[config.mk]
export PLATFORM = sky130hd
export DESIGN_NAME = mmio_led_pwm
export DESIGN_NICKNAME = d
export VERILOG_FILES = /design/src/rtl/mmio_led_pkg.sv /design/src/rtl/mmio_led_timebase.sv /design/src/rtl/mmio_led_pwm.sv
export SDC_FILE = /design/constraint.sdc
export NUM_CORES = 1
export LEC_CHECK = 0
export CORE_ASPECT_RATIO = 1.1
export CORE_MARGIN = 2
export CORE_UTILIZATION = 60
export CTS_BUF_LIST = sky130_fd_sc_hd__clkbuf_2
export DETAILED_ROUTE_END_ITERATION = 16
export HOLD_SLACK_MARGIN = 0.1
export MAX_ROUTING_LAYER = met4
export PLACE_DENSITY = 0.85
export SLEW_MARGIN = 5
export SYNTH_ARGS = -nofsm -noshare
export SYNTH_HDL_FRONTEND = slang
export SYNTH_SLANG_ARGS = --single-unit
export TNS_END_PERCENT = 1
[constraint.sdc]
create_clock -name clock -period 3.9 [get_ports clock]
set_input_delay 0.78 -clock clock [delete_from_list [all_inputs] [get_ports clock]]
set_output_delay 0.78 -clock clock [all_outputs]
set_load 0.01 [all_outputs]
[src/rtl/mmio_led_pkg.sv]
// Shared register map, CTRL bit positions and blink-phase width for the MMIO LED PWM block.
package mmio_led_pkg;

   localparam int unsigned CTRL_OFF  = 0;
   localparam int unsigned BLINK_OFF = 1;
   localparam int unsigned DUTY_OFF  = 2;

   localparam int unsigned CTRL_EN_BIT      = 0;
   localparam int unsigned CTRL_RESTART_BIT = 1;

   // Blink phase flips once this many bits of PWM periods have rolled over.
   localparam int unsigned BLINK_PH_W = 7;

endpackage

[src/rtl/mmio_led_timebase.sv]
// PWM timebase: prescaler producing ticks, a DUTY_W-bit tick counter and a period-start strobe.
module mmio_led_timebase #(
   parameter int unsigned PRESCALE = 64,
   parameter int unsigned DUTY_W   = 8
) (
   input  logic              clock,
   input  logic              reset,
   input  logic              restart,
   output logic              tick,
   output logic [DUTY_W-1:0] cnt,
   output logic              period_start
);

   localparam int unsigned PRESC_W = (PRESCALE > 1) ? $clog2(PRESCALE) : 1;

   logic [PRESC_W-1:0] presc_q, presc_d;
   logic [DUTY_W-1:0]  cnt_q, cnt_d;

   assign tick         = (presc_q == PRESC_W'(PRESCALE - 1));
   assign period_start = tick && (&cnt_q);
   assign cnt          = cnt_q;

   always_comb begin
      presc_d = tick ? '0 : presc_q + PRESC_W'(1);
      cnt_d   = tick ? cnt_q + DUTY_W'(1) : cnt_q;
      if (restart) begin
         presc_d = '0;
         cnt_d   = '0;
      end
   end

   always_ff @(posedge clock or negedge reset) begin
      if (!reset) begin
         presc_q <= '0;
         cnt_q   <= '0;
      end else begin
         presc_q <= presc_d;
         cnt_q   <= cnt_d;
      end
   end

endmodule

[src/rtl/mmio_led_pwm.sv]
// MMIO LED controller: snoops bus writes in its window, per-channel PWM with shadowed duties.
// Optional per-channel blink mask is compiled in when MMIO_LED_BLINK_EN is defined.
module mmio_led_pwm
   import mmio_led_pkg::*;
#(
   parameter int unsigned       NUM_CH     = 6,
   parameter int unsigned       ADDR_W     = 16,
   parameter int unsigned       DATA_W     = 16,
   parameter logic [ADDR_W-1:0] BASE_ADDR  = ADDR_W'(16'hF000),
   parameter int unsigned       DUTY_W     = 8,
   parameter int unsigned       PRESCALE   = 64,
   parameter bit                ACTIVE_LOW = 1'b1
) (
   input  logic              clock,
   input  logic              reset,
   input  logic [ADDR_W-1:0] mmio_addr,
   input  logic [DATA_W-1:0] mmio_wdata,
   input  logic              mmio_write,
   input  logic              mmio_read,
   output logic [DATA_W-1:0] mmio_rdata,
   output logic              mmio_rvalid,
   output logic [NUM_CH-1:0] led
);

   logic [ADDR_W-1:0] off;
   logic              hit, wr_hit, rd_hit, restart;
   logic              tick, period_start;
   logic [DUTY_W-1:0] cnt;

   logic              en_q, en_d;
   logic [DUTY_W-1:0] shadow_q [NUM_CH];
   logic [DUTY_W-1:0] shadow_d [NUM_CH];
   logic [DUTY_W-1:0] active_q [NUM_CH];
   logic [DUTY_W-1:0] active_d [NUM_CH];
   logic [DATA_W-1:0] rdata_q, rdata_d, rd_val;
   logic              rvalid_q;
   logic [NUM_CH-1:0] led_q, led_d, lit, blink_off;

   // Wrapping subtraction makes addresses below BASE_ADDR land far outside the window.
   assign off     = mmio_addr - BASE_ADDR;
   assign hit     = (off < ADDR_W'(DUTY_OFF + NUM_CH));
   assign wr_hit  = mmio_write && hit;
   assign rd_hit  = mmio_read && hit;
   assign restart = wr_hit && (off == ADDR_W'(CTRL_OFF)) && mmio_wdata[CTRL_RESTART_BIT];

   mmio_led_timebase #(
      .PRESCALE(PRESCALE),
      .DUTY_W  (DUTY_W)
   ) u_timebase (
      .clock       (clock),
      .reset       (reset),
      .restart     (restart),
      .tick        (tick),
      .cnt         (cnt),
      .period_start(period_start)
   );

`ifdef MMIO_LED_BLINK_EN
   logic [NUM_CH-1:0]     blink_q, blink_d;
   logic [BLINK_PH_W-1:0] bper_q, bper_d;
   logic                  blink_ph_q, blink_ph_d;

   always_comb begin
      blink_d    = blink_q;
      bper_d     = bper_q;
      blink_ph_d = blink_ph_q;
      if (wr_hit && (off == ADDR_W'(BLINK_OFF))) blink_d = mmio_wdata[NUM_CH-1:0];
      if (restart) begin
         bper_d     = '0;
         blink_ph_d = 1'b0;
      end else if (period_start) begin
         bper_d = bper_q + BLINK_PH_W'(1);
         if (&bper_q) blink_ph_d = ~blink_ph_q;
      end
   end

   always_ff @(posedge clock or negedge reset) begin
      if (!reset) begin
         blink_q    <= '0;
         bper_q     <= '0;
         blink_ph_q <= 1'b0;
      end else begin
         blink_q    <= blink_d;
         bper_q     <= bper_d;
         blink_ph_q <= blink_ph_d;
      end
   end

   assign blink_off = blink_q & {NUM_CH{blink_ph_q}};
`else
   assign blink_off = '0;
`endif

   always_comb begin
      en_d     = en_q;
      shadow_d = shadow_q;
      active_d = active_q;
      // Duties only move to the comparator on a period boundary or a restart, so pulses never tear.
      if (restart || period_start) active_d = shadow_q;
      if (wr_hit) begin
         if (off == ADDR_W'(CTRL_OFF)) en_d = mmio_wdata[CTRL_EN_BIT];
         for (int unsigned i = 0; i < NUM_CH; i++) begin
            if (off == ADDR_W'(DUTY_OFF + i)) shadow_d[i] = mmio_wdata[DUTY_W-1:0];
         end
      end
   end

   always_comb begin
      rd_val = '0;
      if (off == ADDR_W'(CTRL_OFF)) rd_val[CTRL_EN_BIT] = en_q;
`ifdef MMIO_LED_BLINK_EN
      if (off == ADDR_W'(BLINK_OFF)) rd_val[NUM_CH-1:0] = blink_q;
`endif
      for (int unsigned i = 0; i < NUM_CH; i++) begin
         if (off == ADDR_W'(DUTY_OFF + i)) rd_val[DUTY_W-1:0] = shadow_q[i];
      end
      rdata_d = rd_hit ? rd_val : rdata_q;
   end

   always_comb begin
      for (int unsigned i = 0; i < NUM_CH; i++) begin
         lit[i] = en_q && ((&active_q[i]) || (cnt < active_q[i])) && !blink_off[i];
      end
      led_d = lit ^ {NUM_CH{ACTIVE_LOW}};
   end

   always_ff @(posedge clock or negedge reset) begin
      if (!reset) begin
         en_q     <= 1'b0;
         shadow_q <= '{default: '0};
         active_q <= '{default: '0};
         rdata_q  <= '0;
         rvalid_q <= 1'b0;
         led_q    <= {NUM_CH{ACTIVE_LOW}};
      end else begin
         en_q     <= en_d;
         shadow_q <= shadow_d;
         active_q <= active_d;
         rdata_q  <= rdata_d;
         rvalid_q <= rd_hit;
         led_q    <= led_d;
      end
   end

   assign mmio_rdata  = rdata_q;
   assign mmio_rvalid = rvalid_q;
   assign led         = led_q;

   logic unused_ok;
   assign unused_ok = ^{tick, mmio_wdata};

endmodule
# --- Yosys cells after proc, flatten, opt, wreduce, memory -nomap -nowiden ---
# Index checks and enable logic that the tools add are counted.
# Widths: inputs -> output; s select.
word_totals:
  ff_bits: 126
  output_inout_bits: 23
  word_cells: 81
classes:
  order_cmp: 7
  muxes: 11
  n_reduce_logical: 34
  n_eq_ne: 7
  bitwise: 1
  addsub: 3
ops:
  columns: ["op", "count"]
  rows:
  - ["$eq 16x3->1 const B", 4]
  - ["$mux 8", 8]
  - ["$reduce_and 8->1", 7]
  - ["$lt 8x8->1", 6]
  - ["$eq 16x2->1 const B", 2]
  - ["$logic_not 16->1", 1]
  - ["$lt 16x4->1 const B", 1]
  - ["$sub 16x16->16 const B", 1]
  - ["$reduce_and 2->1", 7]
  - ["$mux 6", 2]
  - ["$logic_and 1x1->1", 11]
  - ["$add 8x1->8 const B", 1]
  - ["$logic_or 1x1->1", 7]
  - ["$add 6x1->6 const B", 1]
  - ["$eq 6x6->1 const B", 1]
  - ["$not 6->6", 1]
  - ["$reduce_bool 2->1", 1]
  - ["$mux 1", 1]

# --- Logic depth before layout (Yosys ltp) ---
depth:
  word_depth: 9
  ltp_mapped: 7
  ltp_nobuf: 6

# --- Modules after synthesis ---
# From an unflattened synthesis, not the netlist that was laid out.
unflattened:
  cells_unflattened: 558
  area_unflattened_um2: 6640.1
modules_own_cells:
  columns: ["module", "cells_per_inst", "instances", "seq_area_each_um2", "area_per_inst_um2"]
  rows:
  - ["mmio_led_pwm", 485, 1, 2810.2, 5923.2]
  - ["mmio_led_timebase", 73, 1, 350.3, 716.9]

# --- Least setup slack after synthesis ---
# Ideal clock, no wire load.
synth_path:
  kind: "input to register"
  from: "in mmio_addr[6]"
  to: "reg active_q[25] (netlist bit)"
  slack_ns: 1.527
  path_stages: 7
  setup_time_ns: 0.127
  arrival_time_ns: 2.245
  cell_sequence: "nor4_4 > nand3_2 > nor3_1 > a31oi_1 > buf_2 > buf_6 > mux2_1"
synth_between:
  elab_chain_cells: 6
synth_rtl:
  columns: ["element", "line_no", "text"]
  rows:
  - ["start: declaration", "mmio_led_pwm.sv:16", "input logic [ADDR_W-1:0] mmio_addr,"]
  - ["$sub 16x16->16 (*)", "mmio_led_pwm.sv:40", "assign off = mmio_addr - BASE_ADDR;"]
  - ["$lt 16x4->1", "mmio_led_pwm.sv:41", "assign hit = (off < ADDR_W'(DUTY_OFF + NUM_CH));"]
  - ["$logic_and 1x1->1", "mmio_led_pwm.sv:42", "assign wr_hit = mmio_write && hit;"]
  - ["$logic_and 1x1->1 (*) (2 in a row)", "mmio_led_pwm.sv:44", "assign restart = wr_hit && (off == ADDR_W'(CTRL_OFF)) && mmio_wdata[CTRL_RESTART_BIT];"]
  - ["$logic_or 1x1->1 (*)", "mmio_led_pwm.sv:99", "if (restart || period_start) active_d = shadow_q;"]
  - ["end signal: assignment", "mmio_led_pwm.sv:138", "active_q <= active_d;"]
  - ["end: declaration", "mmio_led_pwm.sv:33", "logic [DUTY_W-1:0] active_q [NUM_CH];"]
# Mark *: on every way between the ends. The rest lies on a longest branch, timed or not.
# A chain may end at the register's enable or synchronous reset.

# --- Worst setup path in the final report ---
layout_path:
  from: "in mmio_addr[6]"
  to: "reg active_q[45] (netlist bit)"
# The elaborated chain is that of the path after synthesis.

==> flow_summary_export.csv <==
group,metric,value,unit
power_and_ir_drop,p_leak,3.34,nW
synth,yosys.area.top_type,"dfrtp_1",
timing,rsz0062_at_grt,"no",
global_routing,grt_max_degree,127,
synth,synth_cell_type_count,51,
clock_network,hold_buffers,0,
synth,synth_flop_cell,"dfrtp_1",
global_routing,use_met2,47.0,%
synth,yosys_register_bits,126,
placement,dp_hpwl,11000,um
clock_network,postCtsSetupBuffers,0,
global_routing,grt_busiest_layer,"met2",
synth,yosys_warnings,0,
synth,syn_inst,563,
timing,period_share,70.8,%
synth,synthTopCellsByArea,"dfrtp_1, mux2_2, ha_1, mux2_1, inv_1",
clock_network,root_buffer,"clkbuf_2",
die,dieWidth,104,um
synth,synth.most_common_cell,"dfrtp_1",
synth,synth_seq_area_share,48.0,%
clock_network,h-tree-depth,4,
routing,vias,4758,
clock_network,post_cts_resized,0,
timing,slew_headroom,40.6,%
routing,drt-pass1-iter-count,6,
layout,n_antenna_cell,0,
setup_path,cp-start-kind,"input pin",
global_routing,use_met1,35.6,%
clock_network,clk_path_buf_depth,2,
routing,drt_wl_total,15500,um
clock_network,cts.sinks,126,
setup_path,cp.arrival,3.34,ns
die,core,0.0108,sq mm
global_routing,grtUsageTotal,28.9,%
timing,fin_worst_skew,0.0298,ns
layout,drive_above_1_share,22.5,%
clock_network,clk_latency,0.68,ns
clock_network,clk_pin_slew,0.21,ns
timing,min_period,2.76,ns
timing,fmax,0.362,GHz
layout,finish.utilization,68.7,%
routing,drtIter0Drc,314,
layout,fillers,776,
timing,finalMaxSlewViolations,0,
die,start_util,60.9,%
routing,wire_per_inst,20.0,um
setup_path,cp.required,4.48,ns
outcome,status,"finished clean",
timing,hold_viol,0,
routing,ant_nets,0,
worst_hold_path,hold_class,"in2async",
setup_path,critPathCaptureType,"register",
clock_network,cts_buffers,17,
synth,syn_area_per_cell,11.7,sq um
synth,synth_area,0.00659,sq mm
placement,io_buffers,42,
clock_network,cts_tree,"yes",
global_routing,grt_pass1_wl,25300,um
job,maxCapViolCount,0,
timing,tightest_slew,0.891,ns
synth,synth_edf_count,0,
setup_path,path_class,"in2reg",
timing,hold-worst-slack,0.164,ns
setup_path,crit_path_max_fanout,25,
die,rows,40,
power_and_ir_drop,peakVddDrop,0.201,mV
setup_path,reg2regPathDepth,6,
global_routing,grt_pass1_vias,4913,
timing,setup_viol,0,
global_routing,grt_use_met3,5.94,%
die,ios,59,
global_routing,grt_overflow,0,
synth,yosysTopAreaCellShare,45.6,%
layout,area_growth,12.7,%
synth,synthTopCellsByCount,"dfrtp_1, mux2_2, ha_1, inv_1, nand2_1",
routing,viasPerCell,6.15,
synth,async_flop_share,100,%
timing,setup-tns-final,0,ns
die,fp.dieH,114,um
routing,drc,0,
power_and_ir_drop,powerDensity,304,mW/mm^2
placement,place_congestion,0.922,
die,die-area,0.0118,sq mm
layout,nets,694,
global_routing,antenna_found_initial,0,
per-layer routing:
metal,wire [um],up-vias
met5,0,-
met4,503,0
met3,1040,44
met2,7670,211
met1,6240,2351
li1,-,2152
critical path, stage by stage:
cell and delay [ns]:
clkdlybuf4s50_1 0.45, nor4_4 0.39, nand3_2 0.25, nor3_1 0.54, a31oi_4 0.27, buf_12 0.32, mux2_1 0.31
power by group:
group,total [mW],internal [mW],leakage (nW),switching (mW)
Sequential,1.31,1.31,1.72,0.00263
Combinational,0.111,0.0408,1.48,0.0702
Clock,0.835,0.303,0.140,0.532
Total,2.26,1.65,3.34,0.605
cell type report:
class | instances | area, sq um | share of cell area, %
Inverter | 44 | 165 | 2.23
Clock buffer | 17 | 85.1 | 1.15
Clock inverter | 15 | 161 | 2.17
Timing Repair Buffer | 50 | 503 | 6.78
Sequential cell | 126 | 3160 | 42.6
Multi-Input combinational cell | 375 | 3160 | 42.6
Tap cell | 147 | 184 | 2.48
path summary, 6_finish.rpt:
| kind | start | endpoint | slack (ns) |
|---|---|---|---|
| min in group clock | u_timebase.presc_q[0]$_DFF_PN0_ | u_timebase.presc_q[0]$_DFF_PN0_ | 0.48 |
| max in group asynchronous | reset | active_q[13]$_DFFE_PN0P_ | 3.25 |
| setup reg to reg | u_timebase.cnt[1]$_DFFE_PN0P_ | active_q[45]$_DFFE_PN0P_ | 1.20 |
| hold reg to reg | u_timebase.presc_q[0]$_DFF_PN0_ | u_timebase.presc_q[0]$_DFF_PN0_ | 0.48 |
| hold / removal | reset | u_timebase.presc_q[4]$_DFF_PN0_ | 0.16 |
| setup / recovery | mmio_addr[6] | active_q[45]$_DFFE_PN0P_ | 1.14 |
metrics by stage:
stage	cells	setup slack (ns)	power, mW	instance area, sq um
final	774	1.14	2.26	7420
after global routing	774	0.998	2.34	7420
after CTS	774	1.18	2.28	7420
after detailed placement	742	0.476	1.45	7180
after global placement	742	0.545	1.45	7180
after floorplan	570	1.53	1.37	6610
sequential cells by signal, summed over array words and instances (netlist names):
name                count
active_q               48
en_q                    1
led                     6
mmio_rdata              8
mmio_rvalid             1
shadow_q               48
u_timebase.cnt          8
u_timebase.presc_q      6
cells in the final DEF (no fill, tap or decap), types with 10 or more instances in the layout:
master           instances
a21oi_1                 10
clkbuf_2                17
clkdlybuf4s50_1         41
dfrtp_1                120
ha_1                    44
inv_1                   44
mux2_1                  20
mux2_2                  78
nand2_1                 28
nand2b_1                14
nand3_1                 11
nand4_1                 17
nor2_1                  18
o21ai_0                 14
o22ai_1                 10
kinds of logic (layout without fill, tap and decap cells):
family | after synthesis | count (layout) | synth area share [%]
AND/OR/NAND/NOR | 131 | 131 | 11.7
flip-flops | 126 | 126 | 48.0
multiplexers | 104 | 104 | 17.9
AO/OA/AOI/OAI | 77 | 77 | 7.83
buffers and inverters | 69 | 126 | 4.71
adder cells (fa/ha/maj) | 44 | 44 | 8.36
XOR/XNOR | 11 | 11 | 1.46
other | 1 | 8 | 0.0569
Note: power is estimated with default switching activity, not from simulation.
